**src/rtl/register_file.sv**
```systemverilog
// Architectural register file with ROB rename tags and an incrementally tracked busy count.
// Optional REGFILE_COMMIT_BYPASS_EN forwards a same-cycle commit to the read ports.
module register_file (
   input  logic        clk,
   input  logic        rst,
   input  logic        rdy,
   input  logic [4:0]  in_decoder_rs1,
   input  logic [4:0]  in_decoder_rs2,
   output logic [31:0] out_decoder_value1,
   output logic [31:0] out_decoder_value2,
   output logic [3:0]  out_decoder_tag1,
   output logic [3:0]  out_decoder_tag2,
   input  logic        in_decoder_flag,
   input  logic [4:0]  in_decoder_rd,
   input  logic [3:0]  in_decoder_rd_tag,
   input  logic [4:0]  in_rob_index,
   input  logic [3:0]  in_rob_tag,
   input  logic [31:0] in_rob_value,
   input  logic        in_rob_xbp,
   output logic [5:0]  out_busy_count
);

   localparam int unsigned XLEN  = 32;
   localparam int unsigned TAG_W = 4;
   localparam int unsigned NREG  = 32;
   localparam int unsigned CNT_W = 6;

   logic [XLEN-1:0]  vals [NREG];
   logic [TAG_W-1:0] tags [NREG];
   logic [CNT_W-1:0] busy_count;
   logic [CNT_W-1:0] busy_count_next;

   logic commit_en;
   logic rename_en;
   logic commit_clear;
   logic inc;
   logic dec_rename;
   logic dec_commit;

   assign out_busy_count = busy_count;

   // Read port 1: stored entry, optional commit forwarding, x0 hardwired to zero
   always_comb begin
      out_decoder_value1 = vals[in_decoder_rs1];
      out_decoder_tag1   = tags[in_decoder_rs1];
`ifdef REGFILE_COMMIT_BYPASS_EN
      if (in_decoder_rs1 == in_rob_index && in_rob_index != '0 &&
          tags[in_decoder_rs1] == in_rob_tag) begin
         out_decoder_value1 = in_rob_value;
         out_decoder_tag1   = '0;
      end
`endif
      if (in_decoder_rs1 == '0) begin
         out_decoder_value1 = '0;
         out_decoder_tag1   = '0;
      end
   end

   // Read port 2: same rules as port 1
   always_comb begin
      out_decoder_value2 = vals[in_decoder_rs2];
      out_decoder_tag2   = tags[in_decoder_rs2];
`ifdef REGFILE_COMMIT_BYPASS_EN
      if (in_decoder_rs2 == in_rob_index && in_rob_index != '0 &&
          tags[in_decoder_rs2] == in_rob_tag) begin
         out_decoder_value2 = in_rob_value;
         out_decoder_tag2   = '0;
      end
`endif
      if (in_decoder_rs2 == '0) begin
         out_decoder_value2 = '0;
         out_decoder_tag2   = '0;
      end
   end

   // Update qualifiers and the busy-count delta; a rename to the committing register wins over the clear
   always_comb begin
      commit_en    = rdy && (in_rob_index != '0);
      rename_en    = rdy && in_decoder_flag && !in_rob_xbp && (in_decoder_rd != '0);
      commit_clear = commit_en && !in_rob_xbp && (tags[in_rob_index] == in_rob_tag) &&
                     !(rename_en && (in_decoder_rd == in_rob_index));
      inc          = rename_en && (tags[in_decoder_rd] == '0) && (in_decoder_rd_tag != '0);
      dec_rename   = rename_en && (tags[in_decoder_rd] != '0) && (in_decoder_rd_tag == '0);
      dec_commit   = commit_clear && (tags[in_rob_index] != '0);
      busy_count_next = busy_count + CNT_W'(inc) - CNT_W'(dec_rename) - CNT_W'(dec_commit);
   end

   always_ff @(posedge clk) begin
      if (rst) begin
         for (int i = 0; i < NREG; i++) begin
            vals[i] <= '0;
            tags[i] <= '0;
         end
         busy_count <= '0;
      end else if (rdy) begin
         if (commit_en) begin
            vals[in_rob_index] <= in_rob_value;
         end
         if (in_rob_xbp) begin
            for (int i = 0; i < NREG; i++) begin
               tags[i] <= '0;
            end
            busy_count <= '0;
         end else begin
            if (commit_clear) begin
               tags[in_rob_index] <= '0;
            end
            if (rename_en) begin
               tags[in_decoder_rd] <= in_decoder_rd_tag;
            end
            busy_count <= busy_count_next;
         end
      end
   end

endmodule
```
**config.mk**
```make
export PLATFORM = sky130hd
export DESIGN_NAME = register_file
export DESIGN_NICKNAME = d
export VERILOG_FILES = /design/src/rtl/register_file.sv
export SDC_FILE = /design/constraint.sdc
export NUM_CORES = 2
export LEC_CHECK = 0
export CAP_MARGIN = 20
export CORE_MARGIN = 2
export CORE_UTILIZATION = 33
export CTS_CLUSTER_DIAMETER = 120
export CTS_CLUSTER_SIZE = 24
export DETAILED_ROUTE_END_ITERATION = 10
export MAX_ROUTING_LAYER = met4
export PLACE_DENSITY_LB_ADDON = 0.15
export SLEW_MARGIN = 5
export SYNTH_ARGS = -nofsm -noshare
export SYNTH_HDL_FRONTEND = slang
export SYNTH_SLANG_ARGS = --single-unit
```
**constraint.sdc**
```tcl
create_clock -name clk -period 11.8 [get_ports clk]
set_input_delay 1.18 -clock clk [delete_from_list [all_inputs] [get_ports clk]]
set_output_delay 1.18 -clock clk [all_outputs]
set_load 0.05 [all_outputs]
```
==> impl_metrics.toml <==
[run_status]
status = "complete, no violations"

[setup_path]
crit_path_end_kind = "output port"
required_ns = 10.62
timing.rr.end = "out_busy_count[5]"
crit_type = "in2out"
cp.arrival_ns = 5.82
rrSetupSlack_ns = 6.82
critPathMaxFanout = 65
crit_path_start = "in_decoder_rs2[0]"
rr_worst_depth = 20
worst_setup_path_start_kind = "input pin"
r2r-start = "tags[15][3]"

[sta]
period_minus_slack_ns = 7.00
finalSetupViolCount = 0
relSlewSlack = 0.218
rsz0062_at_grt = "no"
worst_pin_slew_ns = 1.17
fmax_mhz = 143
tns_ns = 0
period_share = 0.593
finClkSkew_ns = 0.0207
hold_viol = 0
slew_violations = 0

[clock_network]
clock_latency_ns = 0.77
postCtsSetupBuffers = 0
tritoncts = "done"
clk_path_buf_depth = 3
cts_buffers = 56
cts_htree_levels = 2
cts_sinks = 1158
cts_resized = 0
clk_pin_slew_ns = 0.10
cts-root-buf = "clkbuf_16"
hold_buffers = 0

[pwr]
power.share.combinational = 0.179
cellInternalPower_mw = 6.30
p_clk_frac = 0.269
p_per_area_nw_per_um2 = 126
ir_drop_uv = 130
pwr-share-seq = 0.552
power.switching_mw = 2.58
power.static_leakage_nw = 23.3
switching_share = 0.291

[detailed_routing]
wire_per_inst_um = 37.8
dr.pass1.iters = 5
drc = 0
final_antenna_net_count = 0
vias_per_cell = 5.98
drt_iter0_drc = 5173
drt-total-wl_um = 255000
dr_total_vias = 40373

[global_routing]
track_usage = 0.262
grt_pass1_wl_um = 350000
grt-ovfl-total = 0
antenna_found_initial = 41
grt_pass1_vias = 39783
grt_max_degree = 100

[floorplan]
core-area_um2 = 193000
initial_core_util = 0.333
rows = 161
io_pins = 143
die_w_um = 445
dieArea_um2 = 198000
dieHeight_um = 445

[hold_path]
min_to = "out_busy_count[5]"
hp-class = "reg2reg"
whs_path_depth = 2
hp-start = "out_busy_count[5]"

[yosys]
synth-seq-cells = 1158
synth-seq-area-share = 0.541
ys.warnings.count = 0
syn_inst = 4267
synth_edf_count = 1152
synth.avg_cell_area_um2 = 15.0
ys.flop_type = "edfxtp_1"
synth_async_sr_flop_share = 0
synth_cell_types = 63
syn_area_um2 = 64200

[finish]
layoutNonFillerInstCount = 6747
layout_common_cells = "1152 x edfxtp_1, 1062 x and2_1, 603 x mux4_2"
regArea_um2 = 34700
fin_nets = 4267
multi_input_area_um2 = 27900
drive_above_1_share = 0.237
fin_util = 0.364
final.fill_count = 18048
syn2layout_area_growth_pct = 9.44
final_common_cell = "edfxtp_1"

[run]
cap_violations = 0

[placed_design]
dp_hpwl_um = 150000
portBuffers = 142
gp_congestion = 0.913
dp_cells = 6649
## sequential cells by signal (all words and copies together) (netlist names)
signal          cells
out_busy_count      6
vals             1024
tags              128
## per-layer routing
| metal | vias up | global-route usage | wire [um] |
|---|---|---|---|
| met5 | - | - | 0 |
| met4 | 0 | 0.0623 | 6500 |
| met3 | 249 | 0.0313 | 17000 |
| met2 | 1786 | 0.420 | 124000 |
| met1 | 22067 | 0.357 | 108000 |
| li1 | 16271 | - | - |
## synthesized netlist by cell type (all sizes together), types with 3 or more instances
| cell type | n | share of area |
|---|---|---|
| nor2 | 194 | 0.011 |
| xnor2 | 8 | 0.0014 |
| clkbuf | 320 | 0.019 |
| and3 | 3 | 0.00029 |
| o211ai | 8 | 0.00094 |
| or4 | 17 | 0.0020 |
| a211o | 19 | 0.0026 |
| nor3 | 29 | 0.0023 |
| mux2i | 221 | 0.034 |
| o31ai | 33 | 0.0062 |
| nand3 | 7 | 0.00055 |
| inv | 12 | 0.00070 |
| nand2b | 9 | 0.00088 |
| or4b | 16 | 0.0025 |
| or2 | 33 | 0.0032 |
| or3 | 3 | 0.00029 |
| dfxtp | 6 | 0.0019 |
| a21oi | 44 | 0.0034 |
| a211oi | 11 | 0.0013 |
| o22ai | 73 | 0.0071 |
| mux4 | 603 | 0.21 |
| o221ai | 34 | 0.0046 |
| mux2 | 54 | 0.0095 |
| a221oi | 31 | 0.0042 |
| and2 | 1062 | 0.10 |
| nand4b | 4 | 0.00064 |
| a22o | 4 | 0.00055 |
| edfxtp | 1152 | 0.54 |
| or4bb | 4 | 0.00070 |
| nand3b | 4 | 0.00047 |
| a2bb2oi | 4 | 0.00055 |
| nor2b | 13 | 0.0014 |
| ha | 6 | 0.0012 |
| nand2 | 54 | 0.0032 |
| o21ai | 10 | 0.00078 |
| nor4 | 11 | 0.0011 |
| and3b | 3 | 0.00041 |
| buf | 126 | 0.011 |
## kinds of logic (layout without fill, tap and decap cells)
kind of cell | Yosys count | in the layout | share of synthesized area
xor+xnor | 10 | 10 | 0.00172
mux | 878 | 878 | 0.256
flops | 1158 | 1158 | 0.541
simple gates | 1476 | 1476 | 0.136
other cells | 1 | 51 | 0.0000584
fa+ha+maj | 8 | 8 | 0.00179
buf+inv | 458 | 362 | 0.0302
compound gates | 278 | 278 | 0.0335
## worst max-delay path, stage by stage
cell	delay (ns)
buf_8	0.57
buf_4	0.70
buf_4	0.70
mux4_2	0.59
mux4_2	0.48
mux2i_1	0.60
nor2_1	0.09
clkdlybuf4s50_1	0.73
## power groups by stage
stage | Combinational, mW | Sequential, mW | Clock [mW]
after global routing | 1.65 | 4.92 | 2.54
final | 1.59 | 4.90 | 2.39
after global placement | 1.59 | 4.98 | 0
after CTS | 1.59 | 4.89 | 2.43
after floorplan | 0.981 | 4.91 | 0
after detailed placement | 1.59 | 4.99 | 0
## per-stage QoR
step	instance area (um2)	total power, mW	worst slack (ns)	hold slack [ns]
6_report	70200	8.88	4.80	0.497
5_1_grt	70200	9.11	4.53	0.547
4_1_cts	70000	8.92	4.68	0.488
3_5_place_dp	68400	6.58	4.67	0.472
3_3_place_gp	68200	6.57	4.60	0.499
2_1_floorplan	64300	5.90	6.93	0.673
## area by class of cell
type,instances,area share
Clock buffer,58,0.0204
Timing Repair Buffer,280,0.0390
Inverter,12,0.000641
Tap cell,2526,0.0450
Antenna cell,15,0.000534
Multi-Input combinational cell,2686,0.398
Clock inverter,12,0.00249
Sequential cell,1158,0.494
## worst max path at each step
stage	slack, ns	to	depth (start not counted)
2_1_floorplan	6.93	out_decoder_value1[12]	9
3_3_place_gp	4.60	out_busy_count[5]	21
3_5_place_dp	4.67	out_decoder_value2[2]	8
4_1_cts	4.68	out_decoder_value2[2]	8
5_1_grt	4.53	out_decoder_value2[14]	8
6_report	4.80	out_decoder_value2[0]	8
(Power assumes the default switching activity.)
